**src/rtl/rom_reader_pkg.sv**
```systemverilog
// -----------------------------------------------------------------------------
// rom_reader_pkg
// Shared definitions for the ROM read controller:
//   - default ROM address/data widths
//   - controller state enumeration
//   - timer_width(): counter width able to hold max(setup, access) cycles
// -----------------------------------------------------------------------------
package rom_reader_pkg;

  localparam int DEFAULT_ADDR_WIDTH = 9;
  localparam int DEFAULT_DATA_WIDTH = 8;

  typedef enum logic [2:0] {
    ST_IDLE    = 3'd0,
    ST_SETUP   = 3'd1,
    ST_ACCESS  = 3'd2,
    ST_HANDOFF = 3'd3,
    ST_DONE    = 3'd4
  } state_t;

  // Width of a down-counter that must hold the larger of the two phase lengths.
  function automatic int timer_width(input int setup_cycles, input int access_cycles);
    int max_cycles;
    max_cycles = (setup_cycles > access_cycles) ? setup_cycles : access_cycles;
    return $clog2(max_cycles + 1);
  endfunction

endpackage

```
**src/rtl/cycle_timer.sv**
```systemverilog
// -----------------------------------------------------------------------------
// cycle_timer
// Loadable down-counter that times the SETUP and ACCESS phases.
// Loading N makes o_expired true during the N-th cycle after the load edge,
// so the owning state can leave on exactly that edge.
//   clk          : clock, rising edge
//   rst_n        : asynchronous active-low reset
//   i_load       : load i_load_value on this edge (takes priority over counting)
//   i_load_value : phase length in cycles (>= 1)
//   o_expired    : current cycle is the last cycle of the loaded phase
// -----------------------------------------------------------------------------
module cycle_timer #(
  parameter int WIDTH = 3
) (
  input  logic             clk,
  input  logic             rst_n,
  input  logic             i_load,
  input  logic [WIDTH-1:0] i_load_value,
  output logic             o_expired
);

  logic [WIDTH-1:0] r_count;

  // NOTE: sequential state is written with non-blocking assignments so every
  // register samples pre-edge values, independent of block ordering.
  always_ff @(posedge clk or negedge rst_n) begin
    if (!rst_n) begin
      r_count <= '0;
    end else if (i_load) begin
      r_count <= i_load_value;
    end else if (r_count != '0) begin
      r_count <= r_count - WIDTH'(1);
    end
  end

  // Count of 1 marks the final cycle; 0 (idle/unloaded) also reads as expired.
  assign o_expired = (r_count <= WIDTH'(1));

endmodule

```
**src/rtl/rom_read_controller.sv**
```systemverilog
// -----------------------------------------------------------------------------
// rom_read_controller
// Scans a parallel ROM from start_address to end_address (inclusive), driving
// CS/OE with programmable setup/access times and handing each captured word
// downstream over a valid/ready handshake.
//   clk, reset          : clock; asynchronous active-low reset
//   start               : begin a scan (IDLE only); latches both addresses
//   abort               : end the scan immediately (any non-IDLE state)
//   start_address       : first address
//   end_address         : last address, inclusive
//   rom_data            : ROM data pins
//   rom_address         : ROM address pins (also feeds the address display)
//   rom_cs_n, rom_oe_n  : active-low chip select / output enable
//   data_out/data_valid : captured word and its valid flag
//   data_ready          : consumer accepts the word
//   busy                : high outside IDLE
//   done                : one-cycle pulse after the last word is accepted
// -----------------------------------------------------------------------------
module rom_read_controller
  import rom_reader_pkg::*;
#(
  parameter int ADDR_WIDTH    = DEFAULT_ADDR_WIDTH,
  parameter int DATA_WIDTH    = DEFAULT_DATA_WIDTH,
  parameter int SETUP_CYCLES  = 1,
  parameter int ACCESS_CYCLES = 4
) (
  input  logic                  clk,
  input  logic                  reset,
  input  logic                  start,
  input  logic                  abort,
  input  logic [ADDR_WIDTH-1:0] start_address,
  input  logic [ADDR_WIDTH-1:0] end_address,
  input  logic [DATA_WIDTH-1:0] rom_data,
  output logic [ADDR_WIDTH-1:0] rom_address,
  output logic                  rom_cs_n,
  output logic                  rom_oe_n,
  output logic [DATA_WIDTH-1:0] data_out,
  output logic                  data_valid,
  input  logic                  data_ready,
  output logic                  busy,
  output logic                  done
);

  localparam int TIMER_W = timer_width(SETUP_CYCLES, ACCESS_CYCLES);

  state_t                r_state;
  state_t                w_next_state;
  logic [ADDR_WIDTH-1:0] r_rom_address;
  logic [ADDR_WIDTH-1:0] r_end_address;
  logic [DATA_WIDTH-1:0] r_data_out;
  logic                  w_timer_load;
  logic [TIMER_W-1:0]    w_timer_value;
  logic                  w_timer_expired;
  logic                  w_last_word;

  // ">=" rather than "==" so a reversed range reads only the start word and
  // the address can never step past end (and therefore never wraps).
  assign w_last_word = (r_rom_address >= r_end_address);

  cycle_timer #(
    .WIDTH(TIMER_W)
  ) u_cycle_timer (
    .clk         (clk),
    .rst_n       (reset),
    .i_load      (w_timer_load),
    .i_load_value(w_timer_value),
    .o_expired   (w_timer_expired)
  );

  // State register.
  always_ff @(posedge clk or negedge reset) begin
    if (!reset) begin
      r_state <= ST_IDLE;
    end else begin
      r_state <= w_next_state;
    end
  end

  // Next-state and timer-load logic. abort is tested first in every busy
  // state so it wins over timer expiry and data_ready.
  always_comb begin
    // NOTE: every signal gets a default before the case so no path leaves it
    // unassigned, which would otherwise infer a latch.
    w_next_state  = r_state;
    w_timer_load  = 1'b0;
    w_timer_value = TIMER_W'(SETUP_CYCLES);
    case (r_state)
      ST_IDLE: begin
        if (start) begin
          w_next_state = ST_SETUP;
          w_timer_load = 1'b1;
        end
      end
      ST_SETUP: begin
        if (abort) begin
          w_next_state = ST_IDLE;
        end else if (w_timer_expired) begin
          w_next_state  = ST_ACCESS;
          w_timer_load  = 1'b1;
          w_timer_value = TIMER_W'(ACCESS_CYCLES);
        end
      end
      ST_ACCESS: begin
        if (abort) begin
          w_next_state = ST_IDLE;
        end else if (w_timer_expired) begin
          w_next_state = ST_HANDOFF;
        end
      end
      ST_HANDOFF: begin
        if (abort) begin
          w_next_state = ST_IDLE;
        end else if (data_ready) begin
          if (w_last_word) begin
            w_next_state = ST_DONE;
          end else begin
            w_next_state = ST_SETUP;
            w_timer_load = 1'b1;
          end
        end
      end
      ST_DONE: w_next_state = ST_IDLE;
      default: w_next_state = ST_IDLE;
    endcase
  end

  // Address and data registers. Address only moves in IDLE (load) or on the
  // HANDOFF->SETUP edge, both with CS deasserted.
  always_ff @(posedge clk or negedge reset) begin
    if (!reset) begin
      r_rom_address <= '0;
      r_end_address <= '0;
      r_data_out    <= '0;
    end else begin
      if (r_state == ST_IDLE && start) begin
        r_rom_address <= start_address;
        r_end_address <= end_address;
      end else if (r_state == ST_HANDOFF && w_next_state == ST_SETUP) begin
        r_rom_address <= r_rom_address + ADDR_WIDTH'(1);
      end
      if (r_state == ST_ACCESS && w_next_state == ST_HANDOFF) begin
        r_data_out <= rom_data;
      end
    end
  end

  // Outputs decoded from state only, so an asynchronous reset returns them to
  // their idle values immediately.
  always_comb begin
    rom_cs_n   = 1'b1;
    rom_oe_n   = 1'b1;
    data_valid = 1'b0;
    busy       = 1'b1;
    done       = 1'b0;
    case (r_state)
      ST_IDLE:    busy       = 1'b0;
      ST_SETUP:   rom_cs_n   = 1'b0;
      ST_ACCESS: begin
        rom_cs_n = 1'b0;
        rom_oe_n = 1'b0;
      end
      ST_HANDOFF: data_valid = 1'b1;
      ST_DONE:    done       = 1'b1;
      default:    busy       = 1'b0;
    endcase
  end

  assign rom_address = r_rom_address;
  assign data_out    = r_data_out;

endmodule
```
**config.mk**
```make
export PLATFORM = sky130hd
export DESIGN_NAME = rom_read_controller
export DESIGN_NICKNAME = d
export VERILOG_FILES = /design/src/rtl/rom_reader_pkg.sv /design/src/rtl/cycle_timer.sv /design/src/rtl/rom_read_controller.sv
export SDC_FILE = /design/constraint.sdc
export NUM_CORES = 1
export LEC_CHECK = 0
export CORE_MARGIN = 1
export CORE_UTILIZATION = 50
export CTS_BUF_LIST = sky130_fd_sc_hd__clkbuf_2
export CTS_CLUSTER_SIZE = 24
export DETAILED_ROUTE_END_ITERATION = 12
export DONT_BUFFER_PORTS = 1
export PLACE_DENSITY = 0.68
export SLEW_MARGIN = 10
export SYNTH_ARGS = -nofsm -noshare
export SYNTH_HDL_FRONTEND = slang
export SYNTH_SLANG_ARGS = --single-unit
```
**constraint.sdc**
```tcl
create_clock -name clk -period 2 [get_ports clk]
set_input_delay 0.4 -clock clk [delete_from_list [all_inputs] [get_ports clk]]
set_output_delay 0.4 -clock clk [all_outputs]
set_load 0.005 [all_outputs]
```
==> qor.yml <==
setup_path:
  worstPathRequired_ns: 2.32
  crit_chain: "inv_2 -> ha_4 -> a21oi_1 -> o21ai_1 -> a311o_2 -> or4_1 -> nand3_1"
  end_kind: "register"
  cp_num_cells: 7
  reg2reg_from: "r_end_address[8]"
  path_buf_inv: 1
  worstSetupEndpoint: "rom_address[5]"
  r2r_cells: 7
  path_class: "reg -> reg"
  crit_start: "r_end_address[8]"
  slowest_delay_ns: 0.54
  r2r_end: "rom_address[5]"
  regToRegSetupSlack_ns: -0.14
  worst-path-max-fanout: 5
  cp_data_arrival_time_ns: 2.46
  crit_family: "compound AO/OA/AOI/OAI gates"
  cp_slowest_cell: "or4_1"
  critPathLaunchType: "register"
global_routing:
  grt_use_total_pct: 25.8
  grt_first_pass_wirelength_um: 7690
  grt_max_degree: 33
  grt-ovfl-total: 0
  grt_pass1_vias: 1596
  antenna_found_initial: 0
finish:
  drive_above_1_share_pct: 33.8
  nFillCells: 255
  final_nets: 268
  final_cell_mix: "dfrtp_1 (32), buf_4 (27), nand2_1 (21)"
  syn_to_final_growth_pct: 27.6
  diodes: 0
  final_cells: 271
  layout_commonest_cell: "dfrtp_1"
power:
  ir_worst_vdd_mv: 1.01
  p_per_area_nw_per_um2: 1830
  leakage_nw: 1.03
floorplanning:
  start_util_pct: 53.8
  num_rows: 21
  die_h_um: 62.9
  coreArea_sq_um: 3440
  die-area_sq_um: 3950
  die_w_um: 62.9
  ioPinCount: 53
synthesis:
  synth_top_area_cell: "dfrtp_1"
  netlist_instances: 194
  synth_cell_types: 42
  yosys-top-cells-area: "dfrtp_1 (43%), ha_1 (8.8%), mux2_2 (4.9%)"
  synth-edff-count: 0
  synth_nets: 238
  ys_seq_elements: 32
  ys_seq_area_share_pct: 43.2
  netlist_area_sq_um: 1850
  synth_flop_cell: "dfrtp_1"
  synth_top_area_share_pct: 43.2
  ys_async_sr_fraction_pct: 100
  syn_area_per_cell_sq_um: 9.55
  ys_warn_count: 0
timing:
  rsz0062_at_grt: "true"
  worst_slack_ns: -0.142
  setup_viol: 11
  slew_viol_final: 0
  hold_viol: 0
  worst_pin_slew_ns: 0.371
  timing.fmax_mhz: 467
  maxSlewHeadroom_pct: 75.2
  fin_crit_sh_pct: 107
  period_needed_ns: 2.14
  tns_ns: -0.776
  skew_ns: 0.0109
place:
  numPortBuffers: 0
  gp_congestion: 0.826
  hpwl_um: 3210
  post-place-cells: 250
  place_ws_ns: -0.142
min_path:
  hold_depth: 2
  hp-class: "in -> reg"
run:
  max-cap-violations: 0
clock_network:
  cts_sinks: 32
  cts_made_buffers: 5
  clk_latency_ns: 0.38
  cts_tree: "built"
  htree_levels: 2
  path_clk_slew_ns: 0.15
  clk_path_buf_depth: 2
  clockRootBuffer: "clkbuf_2"
drt:
  wl_per_cell_um: 17.5
  wl_um: 4750
  drtIter0Drc: 63
  viasPerCell: 6.01
  drc: 0
  ant_nets: 0
  vias: 1629
  firstDrtPassIters: 5
status:
  violations: "negative setup slack"
  status: "complete, but fails checks"
[kinds of logic after synthesis]
| family | after synthesis | share of synthesized area (%) |
|---|---|---|
| AOI/OAI and AO/OA | 45 | 16.0 |
| xor gates and xnor gates | 2 | 0.946 |
| adders and majority gates | 13 | 8.78 |
| buffers and inverters | 22 | 5.00 |
| DFF | 32 | 43.2 |
| muxes | 10 | 5.95 |
| and+or+nand+nor | 70 | 20.1 |
[state kept, by name (all words and copies together) (netlist names)]
signal and count:
r_end_address 9, rom_address 9, data_out 8, r_state 3
u_cycle_timer.r_count 3
[worst min path at each step]
stage	to	start
6_report	r_end_address[0]	end_address[0]
5_1_grt	r_end_address[7]	end_address[7]
4_1_cts	r_end_address[0]	end_address[0]
3_5_place_dp	r_state[1]	reset
3_3_place_gp	r_state[1]	reset
2_1_floorplan	data_out[0]	reset
[synth_stat cells (3+ instances only)]
master    count
o21ai_0      15
a41oi_1       3
and2_1        5
clkbuf_1      6
and3_1        4
nand3_1       7
o211ai_1      3
nor2_1       13
or4_1         3
inv_1        12
ha_1         13
a31oi_1       6
nand2_1      21
nand4b_1      3
mux2_2        8
dfrtp_1      32
a21oi_1       7
[power breakdown]
group          total (mW)  internal, mW  switching, mW  leakage, nW
registers            1.18         0.941          0.243        0.394
logic                2.70          1.34           1.36        0.593
clock network       0.433         0.215          0.218       0.0430
total                4.32          2.50           1.82         1.03
[layout make-up]
type	count	area, sq um	area share (%)
multi-input cells	140	1120	47.5
flip-flops and latches	32	801	33.9
repair buffers	33	272	11.5
well taps	46	57.6	2.44
inverters	12	45.0	1.91
clock inverters	2	35.0	1.48
clock buffers	6	30.0	1.27
[worst register-to-register path, cell delays in order (launching register included)]
cell and delay (ns):
dfrtp_1 0.40, inv_2 0.08, ha_4 0.20, a21oi_1 0.17, o21ai_1 0.17, a311o_2 0.44
or4_1 0.55, nand3_1 0.08
[what timing repair did]
action / in CTS / in global routing
buffers inserted: 6 / 4
setup endpoints to repair: 11 / 12
gates resized for setup: 24 / 8
pin swaps: 18 / 7
hold endpoints to repair: 32 / 0
gates cloned: 1 / 0
hold buffers: 2 / 0
[metrics by stage]
stage	instance area, sq um	power (mW)	hold slack (ns)	utilization (%)
after floorplan	1870	2.49	0.104	-
after global placement	2040	3.02	0.105	59.2
after detailed placement	2040	3.14	0.105	59.2
after CTS	2290	4.11	0.0952	66.6
after global routing	2360	4.64	0.0938	68.6
final	2360	4.32	0.119	68.6
[routing by layer]
metal | GRT usage, % | vias up | share of wire (%)
met5 | 0 | - | 0
met2 | 46.7 | 58 | 56
li1 | - | 758 | -
met1 | 28.5 | 801 | 37
met4 | 9.59 | 0 | 2.1
met3 | 7.30 | 12 | 5.2
No activity file was read; power rests on OpenSTA's default activity.
